$ cat src/rtl/filt_sched.sv
// Sequencer for the folded 512-tap 1-bit FIR: it gates delay-line shifts, tracks fill and decimation phase,
// and walks the folded taps with MAC/round strobes into a valid/ready output register.
module filt_sched #(
    parameter int unsigned NTAPS = 512,
    parameter int unsigned HALF  = 256,
    parameter int unsigned DECIM = 384,
    parameter int unsigned OW    = 16
) (
    input  logic          clk_i,
    input  logic          rst_i,
    input  logic          enable_i,
    input  logic          bit_valid_i,
    output logic          shift_en_o,
    output logic          snap_o,
    output logic          acc_clr_o,
    output logic          mac_en_o,
    output logic [7:0]    tap_idx_o,
    output logic          round_en_o,
    input  logic [OW-1:0] dp_result_i,
    output logic [OW-1:0] dout_o,
    output logic          dout_valid_o,
    input  logic          dout_ready_i,
    output logic          busy_o,
    output logic          overrun_o
);

    localparam int unsigned PW = $clog2(DECIM);

    typedef enum logic [2:0] {
        S_IDLE, S_FILL, S_WAIT, S_SNAP, S_CALC, S_ROUND, S_CAPT
    } state_e;

    state_e        state_q, state_d;
    logic [9:0]    fill_q, fill_d;
    logic [PW-1:0] phase_q, phase_d;
    logic [7:0]    tap_q, tap_d;
    logic [OW-1:0] dout_q, dout_d;
    logic          valid_q, valid_d;
    logic          ovr_q, ovr_d;

    logic accept, free, due, busy;

    assign accept = bit_valid_i & enable_i;
    assign free   = ~valid_q | dout_ready_i;
    assign busy   = (state_q == S_SNAP) || (state_q == S_CALC) ||
                    (state_q == S_ROUND) || (state_q == S_CAPT);

    always_comb begin
        state_d    = state_q;
        fill_d     = fill_q;
        phase_d    = phase_q;
        tap_d      = tap_q;
        dout_d     = dout_q;
        valid_d    = valid_q;
        ovr_d      = ovr_q;
        due        = 1'b0;
        snap_o     = 1'b0;
        acc_clr_o  = 1'b0;
        mac_en_o   = 1'b0;
        round_en_o = 1'b0;

        if (valid_q && dout_ready_i) valid_d = 1'b0;

        // The decimation phase keeps running through the busy states so a late snapshot is detectable.
        if (accept && (state_q != S_IDLE) && (state_q != S_FILL)) begin
            if (phase_q == PW'(DECIM - 1)) begin
                due     = 1'b1;
                phase_d = '0;
            end else begin
                phase_d = phase_q + PW'(1);
            end
        end

        case (state_q)
            S_IDLE: begin
                if (enable_i) begin
                    state_d = S_FILL;
                    fill_d  = accept ? 10'd1 : 10'd0;
                    phase_d = '0;
                end
            end
            S_FILL: begin
                if (accept) begin
                    if (fill_q == 10'(NTAPS - 1)) begin
                        due     = 1'b1;
                        phase_d = '0;
                        state_d = S_WAIT;
                    end else begin
                        fill_d = fill_q + 10'd1;
                    end
                end
            end
            S_WAIT: ;
            S_SNAP: begin
                snap_o    = 1'b1;
                acc_clr_o = 1'b1;
                tap_d     = '0;
                state_d   = S_CALC;
            end
            S_CALC: begin
                mac_en_o = 1'b1;
                tap_d    = tap_q + 8'd1;
                if (tap_q == 8'(HALF - 1)) state_d = S_ROUND;
            end
            S_ROUND: begin
                round_en_o = 1'b1;
                state_d    = S_CAPT;
            end
            S_CAPT: begin
                dout_d  = dp_result_i;
                valid_d = 1'b1;
                state_d = S_WAIT;
            end
            default: state_d = S_IDLE;
        endcase

        if (due) begin
            if (busy || !free) ovr_d = 1'b1;
            else               state_d = S_SNAP;
        end

        if (!enable_i) begin
            state_d = S_IDLE;
            fill_d  = '0;
            phase_d = '0;
        end
    end

    always_ff @(posedge clk_i) begin
        if (rst_i) begin
            state_q <= S_IDLE;
            fill_q  <= '0;
            phase_q <= '0;
            tap_q   <= '0;
            dout_q  <= '0;
            valid_q <= 1'b0;
            ovr_q   <= 1'b0;
        end else begin
            state_q <= state_d;
            fill_q  <= fill_d;
            phase_q <= phase_d;
            tap_q   <= tap_d;
            dout_q  <= dout_d;
            valid_q <= valid_d;
            ovr_q   <= ovr_d;
        end
    end

    assign shift_en_o   = accept;
    assign tap_idx_o    = (state_q == S_CALC) ? tap_q : '0;
    assign dout_o       = dout_q;
    assign dout_valid_o = valid_q;
    assign busy_o       = busy;
    assign overrun_o    = ovr_q;

endmodule

$ cat config.mk
export PLATFORM = sky130hd
export DESIGN_NAME = filt_sched
export DESIGN_NICKNAME = d
export VERILOG_FILES = /design/src/rtl/filt_sched.sv
export SDC_FILE = /design/constraint.sdc
export NUM_CORES = 1
export LEC_CHECK = 0
export ABC_AREA = 1
export CAP_MARGIN = 10
export CORE_MARGIN = 2
export CORE_UTILIZATION = 49
export DETAILED_ROUTE_END_ITERATION = 8
export GPL_TIMING_DRIVEN = 1
export PLACE_DENSITY = 0.86
export SLEW_MARGIN = 20
export SYNTH_ARGS = -nofsm -noshare
export SYNTH_HDL_FRONTEND = slang
export SYNTH_SLANG_ARGS = --single-unit
$ cat constraint.sdc
create_clock -name clk_i -period 2.6 [get_ports clk_i]
set_clock_uncertainty 0.2 [all_clocks]
set_input_delay 0.39 -clock clk_i [delete_from_list [all_inputs] [get_ports clk_i]]
set_output_delay 0.39 -clock clk_i [all_outputs]
set_load 0.01 [all_outputs]
==> out/metrics.yaml <==
drive_gt1_share_pct: 11.6
wl_per_cell_um: 11.4
fin_crit_sh_pct: 96.0
syn_inst: 364
htree_num_levels: 2
syn-num-nets: 388
critical_path.max_fanout: 6
synth_edf_count: 0
remaining_drc_errors: 0
first_pass_iters: 4
period_needed_ps: 2500
start_util_pct: 51.4
numPortBuffers: 52
criticalPathCategory: "register to output pin"
setup_viol: 0
coreArea_mm2: 0.00475
fill_cells: 417
die_w_um: 74.6
holdBufCountCts: 0
clock_path_buffers: 2
crit_slowest_cell: "clkdlybuf4s50_1"
via_per_inst: 5.01
synth_top_family_by_area: "simple AND/OR/NAND/NOR gates"
max_slew_margin_pct: 72.2
yosysUniqueCellTypes: 35
rsz0062_at_grt: "no"
postLayoutCoreUtil_pct: 66.5
grt_pass1_wl_mm: 9.78
cts_root_buffer: "clkbuf_8"
track_usage_pct: 22.4
num-nets-final: 446
drv_slew: 0
area_delta_synth_final_pct: 29.4
dr.first_iter.drc_count: 162
grt_max_degree: 20
vdd_drop_max_uv: 362
arrival_ps: 1910
ant_nets: 0
die_area_mm2: 0.00557
die_h_um: 74.6
cap_viol_max_count: 0
crit_family: "buffers and inverters"
outcome: "complete, no violations"
crit_required_ps: 2010
muxShareOfSynthArea_pct: 0
hold_class: "register to register"
globalplace.congestion: 0.896
dpl.hpwl_mm: 4.20
cts_tree: "done"
synth_compound_area_share_pct: 10.5
power_density_mw_per_mm2: 408
grt_pass1_vias: 2367
fmax_ghz: 0.401
end_kind: "output pin"
synth-simple-area-share_pct: 38.6
antenna_cells: 0
finalPower_mw: 1.29
ys_seq_area_share_pct: 39.3
cpPeakStageDelay_ps: 520
final_common_cell: "nand2_1"
synthFlopType: "dfxtp_1"
cts_buffers: 5
rows: 25
finalWorstSetupSlack_ps: 103
clk_pin_slew_worst_paths_ps: 90
syn_avg_cell_area_um2: 6.71
crit_top_cell: "nand2_1"
totalWireLength_mm: 5.56
io_pins: 53
grt_overflow: 0
finalSetupTns_ps: 0
worst_slew_pin_slew_ps: 416
synthesis.area_mm2: 0.00244
p_leak_nw: 1.20
preCtsSetupSlack_ps: 379
path_cells: "inv_2 > nand2_1 > nor2_4 > buf_4 > nand2_1 > inv_1 > clkdlybuf4s50_1"
via_count: 2457
synthXorXnorAreaFrac_pct: 1.08
yosys_warnings: 0
crit_buf_inv: 4
final_cell_mix: "nand2_1, nor2_1, clkdlybuf4s50_1"
clock_sinks: 48
start_kind: "register"
antenna_found_initial: 0
synth.ff_latch_count: 48
async_flop_share_pct: 0
clk_latency_ps: 300
synth-adder-area-share_pct: 1.54
hold_violations: 0
synthesized netlist by cell type (4+ instances only):
cell     count  area share (%)
nand2_1     77              12
nor2_4       5             2.3
o21ai_1      9             1.8
nand2_2      4             1.0
nand4_1      6             1.5
nand3_1     22             4.5
nor2_1      77              12
inv_2        8             1.2
a21oi_1     21             4.3
nor3_1       6             1.2
inv_1       34             5.2
dfxtp_1     48              39
o21ai_0     14             2.9
repair_timing:
item	in CTS	in global routing
buffers inserted	0	2
endpoints found under the setup margin	0	3
gates resized for setup	0	4
endpoints found under the hold margin	0	0
flip-flops by register name, summed over array words and instances (netlist names):
register      flops
dout_o           16
fill_q           10
phase_q           9
tap_q             8
state_q           3
dout_valid_o      1
overrun_o         1
worst paths after layout:
kind	from	cells past startpoint	slack [ps]	to
min	overrun_o	2	260	overrun_o
max reg2reg	fill_q[0]	9	660	fill_q[1]
max	state_q[1]	7	100	tap_idx_o[7]
min reg2reg	overrun_o	2	260	overrun_o
logic make-up after synthesis:
group	count (synthesis)
AO/OA/AOI/OAI	48
XOR/XNOR	3
AND/OR/NAND/NOR	209
adder cells (fa/ha/maj)	3
flip-flops	48
buffers and inverters	53
stage by stage:
stage / instance area (um^2) / hold WS, ps / instances
finish: 3160 / 259 / 490
CTS: 3140 / 262 / 488
global route: 3160 / 286 / 490
detailed placement: 3040 / 245 / 480
global placement: 3040 / 245 / 480
floorplan: 2440 / 256 / 364
worst register-to-register path, delay by kind of cell, from the launching register on:
family / cells / cell delay [ps]
flip-flops: 1 / 390
adder cells (fa/ha/maj): 1 / 210
AO/OA/AOI/OAI: 1 / 120
AND/OR/NAND/NOR: 7 / 960
where the power goes:
group          internal, mW  switching (mW)  total, mW
Combinational        0.0399          0.0380     0.0779
Clock                 0.218           0.256      0.474
Sequential            0.736         0.00240      0.738
cell type report:
| type | instances | area (um^2) | area share (%) |
|---|---|---|---|
| repair buffers | 61 | 588 | 18.6 |
| multi-input cells | 263 | 1260 | 40.0 |
| inverters | 43 | 164 | 5.19 |
| well taps | 67 | 83.8 | 2.65 |
| flip-flops and latches | 48 | 965 | 30.5 |
| clock inverters | 2 | 13.8 | 0.435 |
| clock buffers | 6 | 82.6 | 2.61 |
layer usage:
metal	share of wire, %	GRT usage (%)	vias up
met4	1.2	7.34	0
met3	7.0	6.91	7
met5	0	0	-
met2	47	37.9	58
met1	45	27.1	1126
li1	-	-	1266
Power figures use the tool's default switching activity.
==> RTL change 1: new RTL, same settings <==
Encoding of `state_e`: now Gray code (3 bits for 7 states).
--- a/src/rtl/filt_sched.sv
+++ b/src/rtl/filt_sched.sv
@@ -27,7 +27,7 @@
     localparam int unsigned PW = $clog2(DECIM);
 
     typedef enum logic [2:0] {
-        S_IDLE, S_FILL, S_WAIT, S_SNAP, S_CALC, S_ROUND, S_CAPT
+        S_IDLE = 3'b000, S_FILL = 3'b001, S_WAIT = 3'b011, S_SNAP = 3'b010, S_CALC = 3'b110, S_ROUND = 3'b111, S_CAPT = 3'b101
     } state_e;
 
     state_e        state_q, state_d;
Function: same outputs for any inputs over 10 cycles, from zero or initial values and one cycle with rst_i high; not proved beyond that.
==> RTL change 1 against the original RTL <==
Routed wire length down 6.6%. Total power rose by 12%. Die area fell by 1.9%. Synthesized cell count is 6.0% lower. Sequential cell count is the same. Setup slack better by 0.075 ns. Register-to-register slack worse by 0.02 ns. Final area fell by 1.0%. Synthesized area down 2.0%. Critical endpoint is now tap_idx_o[1].
==> RTL change 1: results (changes against the original RTL) <==
crit-path max FO=8 (+2); global-route wire length before repair=8730 um (-11%); Via density=4.95 (-1.2%); post-DR wirelength/cell=11.2 um (-1.6%); critical path arrival=1.83 ns (-0.08 ns); synth top area cells=dfxtp_1 (40%), nand2_1 (10%), nor2_1 (7.7%); Critical Path Slowest Stage Cell=clkdlybuf4s50_1; synth warn=0 (unchanged); Detailed Place HPWL=3880 um (-7.5%); post-synthesis cell type count=34 (-2.9%); clock latency on the worst-skew pair=0.30 ns (about the same); n_diodes=0 (unchanged); initial antenna violation count=0 (unchanged); Filler Cell Count=423 (+1.4%); relative slew slack=77.0% (+4.8 points); maximum VDD drop=0.251 mV (-31%); layout cells sized above 1=8.29% (-3.3 points); Post-synth ARST share=0% (unchanged); dominant synthesized flop cell=dfxtp_1; run status=completed; final-stage net count=422 (-5.4%); Min-Delay Path Class=flip-flop to flip-flop; Seq/Total Area, Yosys=40.2% (+0.82 points); Worst path max stage delay=0.54 ns (+0.02 ns); endpoints failing setup=0 (unchanged); clock slew at reported path FFs=0.08 ns; leakage=1.08 nW (-9.4%); gpl congestion=0.803 (-10%); top cells by count, synth=nand2_1 (66), nor2_1 (49), dfxtp_1 (48); syn_nets=366 (-5.7%); largest net degree at the start of global routing=34 (+70%); dpl ws=0.298 ns (-0.0806 ns); CTS buffer count=5 (unchanged); gr usage total=20.3% (-2.1 points); number of global-route vias before repair=2076 (-12%); Initial DRC Count=139 (-14%)
-- RTL change 1: changes by cell type in the layout (fill, tap and decap cells not counted), moves of 4 or more --
cell     change
nor2_1      -27
a21oi_1     +15
inv_1       +12
nand2_1     -12
o21ai_0     +11
o21ai_1      -9
inv_2        -6
nand3_1      -6
xor2_1       +4
-- RTL change 1: layout make-up --
type | count | share of cell area (%)
multi-input combinational | 236 | 38.4
sequential | 48 | 30.8
timing repair buffer | 58 | 18.1
inverter | 49 | 5.92
tap | 67 | 2.68
clock buffer | 5 | 2.20
clock inverter | 2 | 1.92
-- RTL change 1: critical path: cells and delay by family, from the launching register on --
family,cells,cell delay (ns)
buffers and inverters,3,0.84
flip-flops,1,0.41
AND/OR/NAND/NOR,2,0.27
-- RTL change 1: layer usage --
| layer | global-route usage (%) | up-vias | wire length [um] | share of wire, % |
|---|---|---|---|---|
| li1 | - | 1204 | - | - |
| met1 | 23.6 | 1043 | 2360 | 45 |
| met2 | 35.6 | 47 | 2490 | 48 |
| met3 | 5.08 | 9 | 252 | 4.8 |
| met4 | 7.68 | 0 | 92 | 1.8 |
| met5 | 0 | - | 0 | 0 |
-- RTL change 1: final timing paths --
path,start,endpoint,slack [ns],depth (start not counted)
worst min register to register,dout_o[15],dout_o[15],0.24,2
worst max register to register,fill_q[0],fill_q[9],0.64,10
worst max-delay path,state_q[2],tap_idx_o[1],0.18,5
worst min-delay path,dout_o[15],dout_o[15],0.24,2
-- RTL change 1: logic make-up (layout without fill, tap and decap cells) --
family,after synthesis,after routing,synth area share (%)
mux,1,1,0.418
flops,48,48,40.2
xor+xnor,8,8,2.93
buf+inv,58,114,9.73
compound gates,71,71,16.7
fa+ha+maj,3,3,1.57
simple gates,153,153,28.5
-- RTL change 1: where the power goes --
group          switching [mW]  internal [mW]  leakage (nW)  total (mW)
Clock                   0.246          0.378        0.0642       0.624
Sequential            0.00336          0.736         0.388       0.740
Combinational          0.0421         0.0436         0.633      0.0856
Total                   0.291           1.16          1.08        1.45
-- RTL change 1: stage by stage --
step           instances  area (um2)
2_1_floorplan        342        2390
3_3_place_gp         458        2990
3_5_place_dp         458        2990
4_1_cts              465        3120
5_1_grt              465        3130
6_report             465        3130
==> RTL change 2: new RTL, config.mk and constraints unchanged <==
Made on the original files. `OW`: 16 -> 24.
--- a/src/rtl/filt_sched.sv
+++ b/src/rtl/filt_sched.sv
@@ -4,7 +4,7 @@
     parameter int unsigned NTAPS = 512,
     parameter int unsigned HALF  = 256,
     parameter int unsigned DECIM = 384,
-    parameter int unsigned OW    = 16
+    parameter int unsigned OW    = 24
 ) (
     input  logic          clk_i,
     input  logic          rst_i,
Interface: changed (resized dout_o and dp_result_i); port bits go from 53 to 69. No check against the original RTL was run, so the function may have changed too.
==> RTL change 2 against the original RTL <==
Synthesized area is 9.4% higher. Routed wire length is 4.7% higher. Critical endpoint is now tap_idx_o[0]. Maximum frequency is 1.9% higher. Setup slack better by 0.047 ns. Critical path depth is 2 lower. Final area is 11% higher. Sequential cell count is 8 higher. Die area is 8.9% higher. Sequential share of layout area is 1.5 points higher. Largest power group unchanged. Largest cell class unchanged. Total power is 13% higher.
==> RTL change 2: results (changes against the original RTL) <==
Hold EP=dout_o[20]; Synth Area in Compound Gates=15.3% (+4.8 points); clock slew at reported path FFs=0.11 ns (+0.02 ns); Seq/Total Area, Yosys=42.0% (+2.6 points); Synth Area in Adders=1.41% (-0.13 points); P_int=1.11 mW (+12%); register-to-register setup slack=0.64 ns (-0.02 ns); Detailed Place HPWL=4420 um (+5.3%); reg2reg start=state_q[0]; Initial DRC Count=89 (-45%); R2R Path End=state_q[0]; Worst Reg-to-Reg Cells=8 (-1); maximum VDD drop=0.275 mV (-24%); gpl congestion=0.847 (-5.5%); hold path startpoint=dout_o[20]; top cells by count, synth=nand2_1 (66), dfxtp_1 (56), inv_1 (56); gr usage total=19.2% (-3.2 points); WL final=5820 um (+4.7%); met2 Usage GRT=33.8% (-4.1 points); crit-path max FO=11 (+5); Via density=4.91 (-2.0%); run status=completed; xor and xnor area share after synthesis=1.97% (+0.89 points); Max Freq=408 MHz (+1.9%); leakage=1.21 nW (+1.3%); layout cells sized above 1=8.04% (-3.5 points); Largest register FFs=24 (+8); M3 GR Usage=6.28% (-0.63 points); final hold slack=0.247 ns (-0.0124 ns)
==> RTL change 2: cell count changes after synthesis, sizes merged, moves of 8 or more <==
| cell | before | now |
|---|---|---|
| a21oi | 22 | 49 |
| o21ai | 23 | 31 |
| inv | 43 | 58 |
| dfxtp | 48 | 56 |
| nor2 | 84 | 50 |
| nand2 | 82 | 74 |
==> RTL change 2: power by group through the flow <==
stage / combinational, mW / clock [mW] / sequential [mW]
3_3_place_gp: 0.0959 / 0 / 0.879
3_5_place_dp: 0.0972 / 0 / 0.879
5_1_grt: 0.106 / 0.552 / 0.860
6_report: 0.0974 / 0.498 / 0.860
2_1_floorplan: 0.0411 / 0 / 0.879
4_1_cts: 0.0974 / 0.513 / 0.860
==> RTL change 2: final cells by class <==
cell class | instances | area [um2]
fill | 437 | 1670
timing repair buffer | 73 | 718
tap | 70 | 87.6
clock inverter | 3 | 27.5
multi-input combinational | 253 | 1260
sequential | 56 | 1120
clock buffer | 5 | 68.8
inverter | 58 | 218
==> RTL change 2: how the worst max path moves through the flow <==
stage,startpoint,end
after global placement,enable_i,shift_en_o
after floorplan,state_q[0],busy_o
final,state_q[0],tap_idx_o[0]
after global routing,state_q[1],tap_idx_o[0]
after CTS,state_q[1],busy_o
after detailed placement,enable_i,shift_en_o
==> RTL change 2: per-stage QoR <==
step           instances  util, %
6_report             518     67.7
3_5_place_dp         510     65.8
4_1_cts              518     67.6
5_1_grt              518     67.7
3_3_place_gp         510     65.8
2_1_floorplan        381        -
==> RTL change 2: per-layer routing <==
layer / routed length, um / up-vias / share of wire (%)
li1: - / 1340 / -
met5: 0 / - / 0
met4: 36 / 0 / 0.62
met1: 2570 / 1138 / 44
met3: 420 / 5 / 7.2
met2: 2800 / 62 / 48
